File: config.mk
export PLATFORM = sky130hd
export DESIGN_NAME = consec_run_logger
export DESIGN_NICKNAME = d
export VERILOG_FILES = /design/src/rtl/consec_run_logger.sv
export SDC_FILE = /design/constraint.sdc
export NUM_CORES = 1
export LEC_CHECK = 0
export ABC_AREA = 1
export CORE_MARGIN = 3
export CORE_UTILIZATION = 35
export DETAILED_ROUTE_END_ITERATION = 10
export PLACE_DENSITY_LB_ADDON = 0.12
export SYNTH_ARGS = -nofsm -noshare
export SYNTH_HDL_FRONTEND = slang
export SYNTH_SLANG_ARGS = --single-unit
File: constraint.sdc
create_clock -name CLK -period 6.25 [get_ports CLK]
set_input_delay 0.625 -clock CLK [delete_from_list [all_inputs] [get_ports CLK]]
set_output_delay 0.625 -clock CLK [all_outputs]
set_load 0.005 [all_outputs]
File: src/rtl/consec_run_logger.sv
// consec_run_logger: measures every run of ones that reaches the detector's
// 4-in-a-row threshold and queues one {length, start lane, saturated} record
// per run in a show-ahead FIFO drained over a valid/ready port.
module consec_run_logger #(
  parameter int LEN_W = 8,
  parameter int DEPTH = 4,
  parameter int CNT_W = 16
) (
  input  logic             CLK,
  input  logic             RST,
  input  logic             bit_in,
  input  logic             consec_in,
  input  logic [1:0]       sel_in,
  input  logic             evt_ready,
  output logic             evt_valid,
  output logic [LEN_W-1:0] evt_len,
  output logic [1:0]       evt_lane,
  output logic             evt_sat,
  output logic             fifo_full,
  output logic [7:0]       drop_cnt,
  output logic [CNT_W-1:0] run_total,
  output logic             busy
);

  localparam int AW = $clog2(DEPTH);

  localparam logic [1:0] S_IDLE = 2'd0;
  localparam logic [1:0] S_RUN  = 2'd1;
  localparam logic [1:0] S_QUAL = 2'd2;

  typedef struct packed {
    logic [LEN_W-1:0] len;
    logic [1:0]       lane;
    logic             sat;
  } rec_t;

  logic [1:0]       state_q, state_d;
  logic [LEN_W-1:0] len_q, len_d;
  logic [1:0]       lane_q, lane_d;
  logic             sat_q, sat_d;
  logic [CNT_W-1:0] tot_q, tot_d;
  logic [7:0]       drop_q;
  logic [AW:0]      wr_q, rd_q;
  rec_t             mem_q [DEPTH];

  logic len_max, push, pop, empty, full, wr_en, drop;
  rec_t head;

  assign len_max = &len_q;

  // Run tracking FSM: length counts every one of the run, including the
  // ones seen before the detector qualified it.
  always_comb begin
    state_d = state_q;
    len_d   = len_q;
    lane_d  = lane_q;
    sat_d   = sat_q;
    tot_d   = tot_q;
    push    = 1'b0;
    case (state_q)
      S_IDLE: begin
        if (bit_in) begin
          state_d = S_RUN;
          len_d   = LEN_W'(1);
          lane_d  = sel_in;
          sat_d   = 1'b0;
        end
      end
      S_RUN, S_QUAL: begin
        if (bit_in) begin
          len_d = len_max ? len_q : len_q + LEN_W'(1);
          sat_d = sat_q | len_max;
          if (state_q == S_RUN && consec_in) begin
            state_d = S_QUAL;
            tot_d   = tot_q + CNT_W'(1);
          end
        end else begin
          // Only a qualified run leaves a record; short runs vanish.
          push    = (state_q == S_QUAL);
          state_d = S_IDLE;
          len_d   = '0;
          sat_d   = 1'b0;
        end
      end
      default: state_d = S_IDLE;
    endcase
  end

  // FSM and run registers
  always_ff @(posedge CLK or posedge RST) begin
    if (RST) begin
      state_q <= S_IDLE;
      len_q   <= '0;
      lane_q  <= '0;
      sat_q   <= 1'b0;
      tot_q   <= '0;
    end else begin
      state_q <= state_d;
      len_q   <= len_d;
      lane_q  <= lane_d;
      sat_q   <= sat_d;
      tot_q   <= tot_d;
    end
  end

  // Pointer-compare FIFO flags; a pop frees the slot a same-cycle push needs.
  assign empty = (wr_q == rd_q);
  assign full  = (wr_q[AW] != rd_q[AW]) && (wr_q[AW-1:0] == rd_q[AW-1:0]);
  assign pop   = !empty && evt_ready;
  assign wr_en = push && (!full || pop);
  assign drop  = push && full && !pop;

  // FIFO pointers and drop counter
  always_ff @(posedge CLK or posedge RST) begin
    if (RST) begin
      wr_q   <= '0;
      rd_q   <= '0;
      drop_q <= '0;
    end else begin
      if (wr_en) wr_q <= wr_q + 1'b1;
      if (pop)   rd_q <= rd_q + 1'b1;
      if (drop && drop_q != 8'hFF) drop_q <= drop_q + 8'd1;
    end
  end

  // Record storage; contents are only visible through a valid head.
  always_ff @(posedge CLK) begin
    if (wr_en) mem_q[wr_q[AW-1:0]] <= '{len: len_q, lane: lane_q, sat: sat_q};
  end

  assign head      = mem_q[rd_q[AW-1:0]];
  assign evt_valid = !empty;
  assign evt_len   = empty ? '0 : head.len;
  assign evt_lane  = empty ? '0 : head.lane;
  assign evt_sat   = empty ? 1'b0 : head.sat;
  assign fifo_full = full;
  assign drop_cnt  = drop_q;
  assign run_total = tot_q;
  assign busy      = (state_q != S_IDLE);

endmodule

==> out/qor.yml <==
global_routing:
  grt_pass1_wl_um: 14620
  grtUsageTotal: 0.1385
  antenna_found_initial: 0
  grt_max_degree: 44
  grt_pass1_vias: 2941
  overflow: 0
drt:
  wirelength_um: 8500
  dr_total_vias: 3101
  drc_errors: 0
  vias_per_cell: 4.720
  dr.pass1.iters: 4
  drtAntennaViolNets: 0
  wl_per_cell_um: 12.94
  drt_iter0_drc: 149
timing:
  setup-tns-final_ns: 0
  period_minus_slack_ns: 3.550
  slew_headroom: 0.2758
  finalHoldViolCount: 0
  report.final.slew_viol_count: 0
  min_period_over_period: 0.5680
  grt_setup_unrepaired: "no"
  tightest_slew_ns: 1.082
  finalClockSkew_ns: 0.006194
  fin_ws_ns: 2.700
  setup_viol: 0
  max_freq_mhz: 281.7
run:
  max_cap_violations: 0
pwr:
  switching_share: 0.3334
  power_switching_uw: 634.7
  power.share.clock: 0.275
  p_seq_frac: 0.407
  power_density_nw_per_um2: 371.2
  p_leak_nw: 2.277
  p_int_mw: 1.269
  p_comb_frac: 0.317
  power.total_mw: 1.904
  peakVddDrop_v: 0.0001471
floorplanning:
  fp.dieH_um: 116.4
  die_area_um2: 13540
  ioPinCount: 45
  start_util: 0.3656
  fp.dieW_um: 116.4
  core_um2: 11660
  core.rowCount: 39
setup_path:
  cp-end-kind: "output port"
  r2r_cells: 6
  cp.arrival_ns: 2.92
  setup.worst_path.class: "register to output port"
  crit_start: "rd_q[0]"
  critical_path.reg2reg.startpoint: "rd_q[0]"
  worstPathRequired_ns: 5.62
  r2r_slack_ns: 3.07
  worstPathMaxFanout: 26
  critPathCapture: "evt_len[5]"
  cp-start-kind: "register"
  r2r_end: "mem_q[3][6]"
cts:
  cts_buffers: 9
  ctsHoldBuffers: 0
  post_cts_buffers: 0
  cts_root_buf: "clkbuf_16"
  htreeDepth: 3
  cts_tree: "yes"
  clk-insertion-delay-late_ns: 0.34
  cts.path.max_buffers: 2
  cts_resized: 0
  cts_sinks: 87
  clk_pin_slew_ns: 0.06
yosys:
  synth-async-reset-ratio: 0.4943
  synthCells: 462
  syn_nets: 482
  synth_edf_count: 44
  seq_area_frac_synth: 0.5622
  synth_cell_types: 35
  ys_ff_latch: 87
  ys.flop_type: "edfxtp_1"
  syn_area_per_cell_um2: 9.230
  netlist_area_um2: 4264
  synth_warnings: 0
finish:
  n_antenna_cell: 0
  area_delta_synth_final_pct: 20.28
  drive_gt1_frac: 0.07588
  fin_cells: 657
  final_common_cell: "nand2_1"
  fin_area_um2: 5129
  final_nets: 529
  final_cell_mix: "nand2_1 (115), nor2_1 (58), inv_1 (50), o21ai_0 (50)"
hold_path:
  hp-class: "register to register"
placement:
  hpwl_um: 5844
  placed_cell_area_um2: 4838
  dp_worst_setup_slack_ns: 2.998
  placedCellCount: 641
  routabilityCongestion: 0.7608
  io_buffers: 44
outcome:
  status: "finished clean"
power by group through the flow:
stage	Clock, mW	Combinational, mW	Sequential [mW]
after floorplan	0	0.406	0.730
after detailed placement	0	0.613	0.787
final	0.524	0.604	0.776
after CTS	0.543	0.616	0.776
after global placement	0	0.606	0.784
after global routing	0.567	0.701	0.794
metrics by stage:
step                        util  hold WS, ns
after floorplan                -       0.4700
after global placement    0.4149       0.4827
after detailed placement  0.4149       0.4893
after CTS                 0.4398       0.5052
after global routing      0.4398       0.5540
final                     0.4398       0.4981
cell type report:
| class | count | area, µm² |
|---|---|---|
| fill | 1152 | 6534 |
| sequential | 87 | 2397 |
| multi-input combinational | 313 | 1614 |
| timing repair buffer | 45 | 447.9 |
| clock buffer | 10 | 229.0 |
| inverter | 53 | 200.2 |
| tap | 143 | 178.9 |
| clock inverter | 6 | 61.31 |
cells by family after synthesis:
logic type | synth area share
simple gates | 0.2262
flops | 0.5622
buf+inv | 0.05927
compound gates | 0.07424
xor+xnor | 0.03463
fa+ha+maj | 0.03815
mux | 0.005281
critical path, cell delays in order, from the launching register on:
cell and delay, ns:
dfrtp_1 0.86, clkinv_2 0.50, nand2_2 0.16, nand2_2 0.08, o211ai_2 0.27, nand2_1 0.13
inv_1 0.07, clkdlybuf4s50_1 0.49
per-layer routing:
metal / GRT usage / vias up / wire (µm)
met5: 0 / - / 0
met4: 0.05800 / 0 / 142
met3: 0.03368 / 10 / 372
met2: 0.2105 / 60 / 3884
met1: 0.1899 / 1435 / 4101
li1: - / 1596 / -
synthesized netlist by cell type, types with 2 or more instances:
master | number | area (µm²)
a21oi_1 | 2 | 10.01
buf_2 | 3 | 15.01
buf_6 | 2 | 22.52
clkbuf_1 | 3 | 11.26
dfrtp_1 | 43 | 1076
edfxtp_1 | 44 | 1321
ha_1 | 13 | 162.7
inv_1 | 51 | 191.4
mux2_2 | 2 | 22.52
nand2_1 | 115 | 431.7
nand2_2 | 5 | 31.28
nand3_1 | 25 | 125.1
nand4_1 | 6 | 37.54
nor2_1 | 58 | 217.7
nor2_2 | 5 | 31.28
nor2_4 | 2 | 22.52
o21ai_0 | 50 | 250.2
o21bai_1 | 2 | 15.01
or2_2 | 2 | 12.51
xnor2_1 | 8 | 70.07
xor2_1 | 7 | 61.31
how the worst min path moves through the flow:
stage	from	to	slack [ns]	cells after the start
floorplan	sat_q	mem_q[0][0]	0.47	0
finish	run_total[15]	run_total[15]	0.50	2
global route	run_total[15]	run_total[15]	0.55	2
CTS	run_total[15]	run_total[15]	0.51	2
detailed placement	run_total[15]	run_total[15]	0.49	2
global placement	run_total[15]	run_total[15]	0.48	2
registers in the layout, indices dropped and copies added, names as in the netlist:
signal,count
state_q,2
wr_q,3
sat_q,1
len_q,8
lane_q,2
drop_cnt,8
mem_q,44
run_total,16
rd_q,3
Power figures use the tool's default switching activity.
